==> src/rtl/sd_pkg.sv <==
// Shared SD command-path definitions: frame geometry, CRC7 polynomial and FSM states.
package sd_pkg;

    localparam int unsigned SD_CMD_FRAME_LEN   = 48;
    localparam int unsigned SD_CMD_PAYLOAD_LEN = 40;
    localparam int unsigned SD_CMD_INDEX_W     = 6;
    localparam int unsigned SD_CMD_ARG_W       = 32;
    localparam int unsigned SD_CRC7_W          = 7;
    localparam logic [SD_CRC7_W-1:0] SD_CRC7_POLY = 7'h09;

    typedef enum logic [1:0] {
        IDLE = 2'd0,
        SEND = 2'd1,
        GAP  = 2'd2
    } sd_cmd_state_t;

    // CRC-covered leading part of a command frame, MSB transmitted first
    typedef struct packed {
        logic                      start_bit;
        logic                      tx_bit;
        logic [SD_CMD_INDEX_W-1:0] index;
        logic [SD_CMD_ARG_W-1:0]   arg;
    } sd_cmd_payload_t;

    function automatic sd_cmd_payload_t sd_cmd_payload(
        input logic [SD_CMD_INDEX_W-1:0] index,
        input logic [SD_CMD_ARG_W-1:0]   arg
    );
        sd_cmd_payload_t p;
        p.start_bit = 1'b0;
        p.tx_bit    = 1'b1;
        p.index     = index;
        p.arg       = arg;
        return p;
    endfunction

endpackage

==> src/rtl/sd_crc7.sv <==
// Serial CRC7 (x^7 + x^3 + 1), zero seed; shared by command transmit and response receive.
module sd_crc7
    import sd_pkg::*;
(
    input  logic                 clk,
    input  logic                 reset,
    input  logic                 clear,
    input  logic                 enable,
    input  logic                 din,
    output logic [SD_CRC7_W-1:0] crc
);

    logic fb;

    assign fb = din ^ crc[SD_CRC7_W-1];

    always_ff @(posedge clk or posedge reset) begin
        if (reset) begin
            crc <= '0;
        end else if (clear) begin
            crc <= '0;
        end else if (enable) begin
            crc <= {crc[SD_CRC7_W-2:0], 1'b0} ^ (fb ? SD_CRC7_POLY : SD_CRC7_W'(0));
        end
    end

endmodule

==> src/rtl/sd_cmd_tx.sv <==
// SD CMD-line frame transmitter: 48-bit command with CRC7, bits advance on tx_tick.
// Optional post-frame Ncc hold enabled by defining SD_CMD_TX_GAP_EN.
module sd_cmd_tx
    import sd_pkg::*;
#(
    parameter int unsigned GAP_TICKS = 8
) (
    input  logic        clk,
    input  logic        reset,
    input  logic        tx_tick,
    input  logic        start,
    input  logic [5:0]  cmd_index,
    input  logic [31:0] cmd_arg,
    output logic        busy,
    output logic        done,
    output logic        cmd_out,
    output logic        cmd_oe
);

    localparam int unsigned BIT_W = 6;
    localparam int unsigned GAP_W = 8;
    localparam int unsigned PAY_W = SD_CMD_PAYLOAD_LEN;
    localparam logic [BIT_W-1:0] CRC_FIRST = BIT_W'(SD_CMD_PAYLOAD_LEN);
    localparam logic [BIT_W-1:0] END_BIT   = BIT_W'(SD_CMD_FRAME_LEN - 1);
    localparam logic [BIT_W-1:0] CRC_LAST  = BIT_W'(SD_CMD_FRAME_LEN - 2);

    if (GAP_TICKS < 1 || GAP_TICKS > 255) begin : g_gap_range
        $error("sd_cmd_tx: GAP_TICKS must be within 1..255");
    end

    sd_cmd_state_t        state, state_nxt;
    logic [BIT_W-1:0]     bit_cnt, bit_cnt_nxt;
    logic [PAY_W-1:0]     shreg, shreg_nxt;
    logic                 busy_nxt, done_nxt, cmd_out_nxt, cmd_oe_nxt;
    logic                 crc_clr, crc_en;
    logic [SD_CRC7_W-1:0] crc;
    logic [2:0]           crc_idx;
`ifdef SD_CMD_TX_GAP_EN
    logic [GAP_W-1:0]     gap_cnt, gap_cnt_nxt;
`endif

    // bit_cnt 40..46 selects crc[6]..crc[0]
    assign crc_idx = 3'(CRC_LAST - bit_cnt);

    sd_crc7 u_crc7 (
        .clk    (clk),
        .reset  (reset),
        .clear  (crc_clr),
        .enable (crc_en),
        .din    (shreg[PAY_W-1]),
        .crc    (crc)
    );

    always_ff @(posedge clk or posedge reset) begin
        if (reset) begin
            state   <= IDLE;
            bit_cnt <= '0;
            shreg   <= '0;
            busy    <= 1'b0;
            done    <= 1'b0;
            cmd_out <= 1'b1;
            cmd_oe  <= 1'b0;
`ifdef SD_CMD_TX_GAP_EN
            gap_cnt <= '0;
`endif
        end else begin
            state   <= state_nxt;
            bit_cnt <= bit_cnt_nxt;
            shreg   <= shreg_nxt;
            busy    <= busy_nxt;
            done    <= done_nxt;
            cmd_out <= cmd_out_nxt;
            cmd_oe  <= cmd_oe_nxt;
`ifdef SD_CMD_TX_GAP_EN
            gap_cnt <= gap_cnt_nxt;
`endif
        end
    end

    always_comb begin
        state_nxt   = state;
        bit_cnt_nxt = bit_cnt;
        shreg_nxt   = shreg;
        busy_nxt    = busy;
        done_nxt    = 1'b0;
        cmd_out_nxt = cmd_out;
        cmd_oe_nxt  = cmd_oe;
        crc_clr     = 1'b0;
        crc_en      = 1'b0;
`ifdef SD_CMD_TX_GAP_EN
        gap_cnt_nxt = gap_cnt;
`endif

        case (state)
            IDLE: begin
                cmd_out_nxt = 1'b1;
                cmd_oe_nxt  = 1'b0;
                // a tick in the accepting cycle is deliberately not a bit slot
                if (start) begin
                    state_nxt   = SEND;
                    busy_nxt    = 1'b1;
                    bit_cnt_nxt = '0;
                    shreg_nxt   = PAY_W'(sd_cmd_payload(cmd_index, cmd_arg));
                    crc_clr     = 1'b1;
                end
            end

            SEND: begin
                if (tx_tick) begin
                    if (bit_cnt < CRC_FIRST) begin
                        cmd_out_nxt = shreg[PAY_W-1];
                        cmd_oe_nxt  = 1'b1;
                        shreg_nxt   = {shreg[PAY_W-2:0], 1'b0};
                        crc_en      = 1'b1;
                        bit_cnt_nxt = bit_cnt + BIT_W'(1);
                    end else if (bit_cnt <= CRC_LAST) begin
                        cmd_out_nxt = crc[crc_idx];
                        cmd_oe_nxt  = 1'b1;
                        bit_cnt_nxt = bit_cnt + BIT_W'(1);
                    end else if (bit_cnt == END_BIT) begin
                        cmd_out_nxt = 1'b1;
                        cmd_oe_nxt  = 1'b1;
                        bit_cnt_nxt = bit_cnt + BIT_W'(1);
                    end else begin
`ifdef SD_CMD_TX_GAP_EN
                        state_nxt   = GAP;
                        cmd_out_nxt = 1'b1;
                        gap_cnt_nxt = '0;
`else
                        state_nxt   = IDLE;
                        cmd_out_nxt = 1'b1;
                        cmd_oe_nxt  = 1'b0;
                        busy_nxt    = 1'b0;
                        done_nxt    = 1'b1;
`endif
                    end
                end
            end

`ifdef SD_CMD_TX_GAP_EN
            GAP: begin
                cmd_out_nxt = 1'b1;
                if (tx_tick) begin
                    if (gap_cnt == GAP_W'(GAP_TICKS - 1)) begin
                        state_nxt  = IDLE;
                        cmd_oe_nxt = 1'b0;
                        busy_nxt   = 1'b0;
                        done_nxt   = 1'b1;
                    end else begin
                        gap_cnt_nxt = gap_cnt + GAP_W'(1);
                    end
                end
            end
`endif

            default: begin
                state_nxt   = IDLE;
                cmd_out_nxt = 1'b1;
                cmd_oe_nxt  = 1'b0;
                busy_nxt    = 1'b0;
            end
        endcase
    end

endmodule

==> config.mk <==
export PLATFORM = sky130hd
export DESIGN_NAME = sd_cmd_tx
export DESIGN_NICKNAME = d
export VERILOG_FILES = /design/src/rtl/sd_pkg.sv /design/src/rtl/sd_crc7.sv /design/src/rtl/sd_cmd_tx.sv
export SDC_FILE = /design/constraint.sdc
export NUM_CORES = 1
export LEC_CHECK = 0
export BUFFER_PORTS_ARGS = -buffer_cell sky130_fd_sc_hd__buf_4
export CAP_MARGIN = 20
export CORE_UTILIZATION = 56
export DETAILED_ROUTE_END_ITERATION = 8
export GPL_TIMING_DRIVEN = 0
export PLACE_DENSITY = 0.86
export SYNTH_ARGS = -nofsm -noshare
export SYNTH_HDL_FRONTEND = slang
export SYNTH_SLANG_ARGS = --single-unit
==> constraint.sdc <==
create_clock -name clk -period 1.6 [get_ports clk]
set_input_delay 0.08 -clock clk [delete_from_list [all_inputs] [get_ports clk]]
set_output_delay 0.08 -clock clk [all_outputs]
set_load 0.005 [all_outputs]
After elaboration in Yosys (flattened, before gate mapping)
Cells that the tools add are included.
{"block": "classes", "addsub": 2, "order_cmp": 3, "n_eq_ne": 9, "mux": 46, "n_bitwise": 2, "reduce_logical": 6}
{"op": "40-bit 2-to-1 mux", "count": 3}
{"op": "40-bit one-hot mux with 2 select lines", "count": 1}
{"op": "6-bit 2-to-1 mux", "count": 5}
{"op": "1-bit 2-to-1 mux", "count": 25}
{"op": "7-bit 2-to-1 mux", "count": 2}
{"op": "2-bit != test (second input constant)", "count": 6}
{"op": "6-bit one-hot mux with 2 select lines", "count": 1}
{"op": "2-bit 2-to-1 mux", "count": 5}
{"op": "4-bit AND reduction", "count": 2}
{"op": "7-bit bitwise XOR", "count": 1}
{"op": "6-bit by 1-bit adder with 6-bit output (second input constant)", "count": 1}
{"op": "6-bit == test (second input constant)", "count": 1}
{"op": "6-bit less-or-equal comparator (second input constant)", "count": 1}
{"op": "6-bit < comparator (second input constant)", "count": 1}
{"op": "5-bit AND reduction", "count": 1}
{"op": "3-bit by 4-bit < comparator with 1-bit output (second input constant)", "count": 1}
{"op": "4-bit 2-to-1 mux", "count": 1}
{"op": "4-bit != test (second input constant)", "count": 1}
{"op": "2-bit one-hot mux with 2 select lines", "count": 1}
{"op": "2-bit nonzero test", "count": 2}
{"op": "1-bit binary-select mux with 3-bit select", "count": 1}
{"op": "3-bit subtractor (first input constant)", "count": 1}
{"op": "2-bit by 1-bit == test with 1-bit output (second input constant)", "count": 1}
{"op": "2-bit logical NOT", "count": 1}
{"op": "other kinds (2)", "count": 2}
{"block": "totals", "ff_bits": 59, "input_bits": 42, "out_inout_bits": 4, "elab_cells": 76}

Depth between registers and ports, before layout
{"block": "depth", "depth_word": 7, "depth_mapped": 8, "depth_no_buf": 5}

Hierarchy
Synthesis repeated with hierarchy kept, for this count alone.
{"block": "hier_totals", "hier_cells": 268, "area_unflattened_um2": 2839.0}
{"module": "sd_cmd_tx", "n_inst": 1, "cells_per_inst": 239, "area_each_um2": 2527.4, "seq_area_each_um2": 1252.5}
{"module": "sd_crc7", "n_inst": 1, "cells_per_inst": 29, "area_each_um2": 311.5, "seq_area_each_um2": 175.2}

Least setup slack after synthesis
No wires, ideal clock.
{"block": "synth_path", "path_type": "reg2reg", "start": "register, netlist name busy", "end": "register shreg[10]", "setup_ns": 0.122, "arrival_time_ns": 1.299, "required_time_ns": 1.478, "path_slack_ns": 0.180, "stages_incl_launch_ff": 8, "path_buffers": 4, "period_less_slack_ns": 1.420, "path_cell_list": "dfrtp_1 > buf_6 > and2_1 > buf_6 > a21oi_4 > buf_4 > buf_4 > o21ai_1"}
{"item": "end signal: assignment", "line_no": "sd_cmd_tx.sv:69", "rtl": "shreg <= shreg_nxt;"}
{"item": "end: declaration", "line_no": "sd_cmd_tx.sv:33", "rtl": "logic [PAY_W-1:0] shreg, shreg_nxt;"}

==> out/results.md <==
| Quantity | Value |
|---|---|
| Cell area power density | 1741 nW/um2 |
| Total of flip-flops plus latches after synthesis | 57 |
| Root buffer cell | clkbuf_8 |
| Pins Over Slew Limit | 0 |
| Hold Path Cell Cnt | 3 |
| Share of total power consumed by net switching | 35.06% |
| Cell Int Power | 3.907 mW |
| Hold/Removal Path Class | input pin to flop |
| Share of total power in the clock network | 22.1% |
| Path depth of the worst reg2reg path | 7 |
| Crit Reg-Reg Endpoint | shreg[2] |
| Via count of the first global-routing pass | 2102 |
| CP max stage cell | dfrtp_1 |
| H-tree depth reported by CTS | 3 |
| Crit-path cells | buf_6 > and2_1 > buf_6 > a21oi_4 > buf_6 > buf_4 > o21ai_1 |
| Hold Violations, Final | 0 |
| Fin util | 73.17% |
| Die Y | 72.22 um |
| CTS tree | done |
| Min Clock Period, post-route | 1.534 ns |
| Placed Instance Area | 3203 um2 |
| Reg-to-Reg Start | busy |
| Final critical-path share of the clock period | 95.89% |
| Floorplan row count | 25 |
| Startpoint of the worst setup timing path | busy |
| Drt via density | 5.368 |
| Total core area | 4723 um2 |
| Die Area | 5216 um2 |
| Count of input and output buffers | 45 |
| Final antenna-violating net count | 0 |
| Max-slew headroom at the worst pin | 59.74% |
| Width of the die | 72.22 um |
| Leakage | 1.795 nW |
| Final Setup Violations | 0 |
| Maximum operating frequency | 651.8 MHz |
| Logic pwr share | 37.1% |
| Syn_area_per_cell | 10.50 um2 |
| Fraction of final layout cells with drive strength greater than 1 | 25.99% |
| Outcome | finished clean |
| Worst vdd rail ir drop | 894.8 uV |
| Number of fill cells | 318 |
| Overall via count from detail_route | 2115 |
| Worst reg-to-reg setup slack | 0.07 ns |
| Total global routing track utilization | 24.33% |
| Number of library cell types mapped by synthesis | 32 |
| Cell area after layout | 3456 um2 |
| Kind of critical path | flop to flop |
| DRC | 0 |
| # Max-Cap Violations | 0 |
| Launching element type of the critical path | flop |
| CP dominant cell by count | buf_6 |
| Warning count from the yosys run | 0 |
| Number of clock sinks | 57 |
| Part of the Yosys area used for sequential elements | 51.70% |
| Initial antenna violation count | 0 |
| Net count reported at finish | 367 |
| Wire length of the first global-routing pass | 9.535 mm |
| Average wire per cell in the routed design | 14.34 um |
| Hold Startpoint | cmd_arg[1] |
| DRC marker count from the first detailed-route iteration | 125 |
| Number of buffers created by CTS | 9 |
| Maximum number of pins on one net before global-route repair | 32 |
| Hold Crit Endpoint | shreg[1] |
| Sequential Power Share | 40.8% |
| Slew at the pin with the worst max-slew slack | 0.6038 ns |
| Effective utilization at floorplan | 58.46% |
| Post-synthesis instance area | 2761 um2 |
| DR pass1 iterations | 4 |
| Highest cell delay on the worst timing path | 0.38 ns |
| Sum of net half-perimeters after detailed placement | 3.916 mm |
| Worst-skew pair later-pin latency | 0.33 ns |
| Aggregate global routing overflow | 0 |
| Area growth, synth to finish | 25.15% |
| Boundary Pins | 46 |
| CTS clock-pin slew for the worst setup and hold paths | 0.06 ns |
| Data arrival time of the critical path | 1.75 ns |
| Critical Path RT | 1.82 ns |
| Highest net fanout along the worst path | 10 |
| Sum Neg Setup Slack | 0 ns |
| Final wirelength | 5.651 mm |
| Antenna fix cells | 0 |
| P_sw | 2.109 mW |
| Setup crit end kind | flop |
| CTS Buffer Depth | 2 |
| Fin Hold WS | 0.01473 ns |
| Syn nets | 307 |
| Cell count after synthesis | 263 |
| RePlAce Congestion | 0.7842 |
| Setup skew after layout | 0.005564 ns |
[stage by stage]
step           total power [mW]  setup WS [ns]  cells
6_report                  6.015        0.06584    394
5_1_grt                   6.445       -0.01282    394
2_1_floorplan             4.030         0.1220    263
3_3_place_gp              4.481        -0.5785    375
3_5_place_dp              4.608      -0.005256    376
4_1_cts                   5.957       0.001604    394
[how the worst max path moves through the flow]
stage,to
finish,shreg[2]
global route,u_crc7.crc[0]
CTS,shreg[15]
detailed placement,shreg[19]
global placement,cmd_oe
floorplan,bit_cnt[0]
[critical path, delay by kind of cell, from the launching register on]
family          cells  cell delay (ns)
compound gates      2             0.26
simple gates        1             0.14
flops               1             0.38
buf+inv             4             0.63
[cell families after synthesis]
group,after synthesis,synth area share (%)
multiplexers,46,17.13
flip-flops,57,51.70
XOR/XNOR,3,0.9517
AND/OR/NAND/NOR,76,11.55
adder cells (fa/ha/maj),2,0.9061
buffers and inverters,19,4.848
AO/OA/AOI/OAI,60,12.91
[flip-flops by register name, summed over array words and instances (netlist names)]
name / count
bit_cnt: 6
done: 1
busy: 1
cmd_out: 1
shreg: 40
cmd_oe: 1
u_crc7.crc: 7
[per-layer routing]
layer	vias up	GRT usage [%]	part of all wire (%)
li1	1028	-	-
met1	1005	31.23	44
met2	62	37.18	48
met3	20	7.639	5.3
met4	0	12.64	2.5
met5	-	0	0
[cells in the final DEF (no fill, tap or decap), drive strengths merged]
cell	n
nand4	1
bufinv	1
dfstp	1
o211ai	3
a211oi	1
nand3	4
mux2i	45
nand2	50
nand3b	1
xnor2	3
dfrtp	56
ha	2
a21oi	4
buf	59
nand2b	2
o21a	1
nor2b	1
inv	2
and2	3
a21bo	1
a31oi	1
o31ai	2
clkbuf	16
nor3b	2
nor2	12
o21ai	46
dlygate4sd3	3
o311ai	1
clkinv	2
mux4	1
[cell usage after synthesis]
master	n	share of area, %
o31ai_1	2	0.54
xnor2_1	3	0.95
dfstp_2	1	0.95
mux2i_1	45	16
buf_6	6	2.4
nand4_1	1	0.23
nand3b_1	1	0.27
o21ai_0	15	2.7
o21a_1	1	0.27
a21oi_4	1	0.59
nor2_1	12	1.6
nand2b_1	2	0.45
ha_1	2	0.91
nor3b_1	2	0.54
o21ai_1	31	5.6
clkbuf_1	3	0.41
nor2b_1	1	0.23
dfrtp_1	56	51
inv_1	2	0.27
clkbuf_2	1	0.18
nand2_1	50	6.8
buf_4	3	0.82
buf_2	4	0.72
a21oi_1	3	0.54
a31oi_1	1	0.23
o211ai_1	3	0.82
nand3_1	4	0.72
a21bo_2	1	0.36
a211oi_1	1	0.27
mux4_2	1	0.82
o311ai_4	1	0.95
and2_1	3	0.68
[power by group through the flow]
stage                     Sequential, mW  Clock, mW  Combinational (mW)
after floorplan                     2.33          0                1.70
after global placement              2.41          0                2.08
after detailed placement            2.43          0                2.17
after CTS                           2.43       1.34                2.18
after global routing                2.53       1.41                2.50
final                               2.45       1.33                2.23
[area by class of cell]
cell class	count	area [um2]	share of cell area, %
Clock buffer	12	155.1	4.490
Multi-Input combinational cell	187	1217	35.23
Inverter	2	7.507	0.2172
Clock inverter	3	40.04	1.159
Tap cell	67	83.83	2.426
Timing Repair Buffer	49	387.9	11.22
Sequential cell	57	1429	41.35
Buffer	17	135.1	3.910
[timing repair]
action	in CTS	in global routing
endpoints found under the hold margin	28	0
buffers inserted	0	0
endpoints found under the setup margin	0	40
gates resized for setup	0	10
hold buffers	3	0
Note: power is estimated with default switching activity, not from simulation.
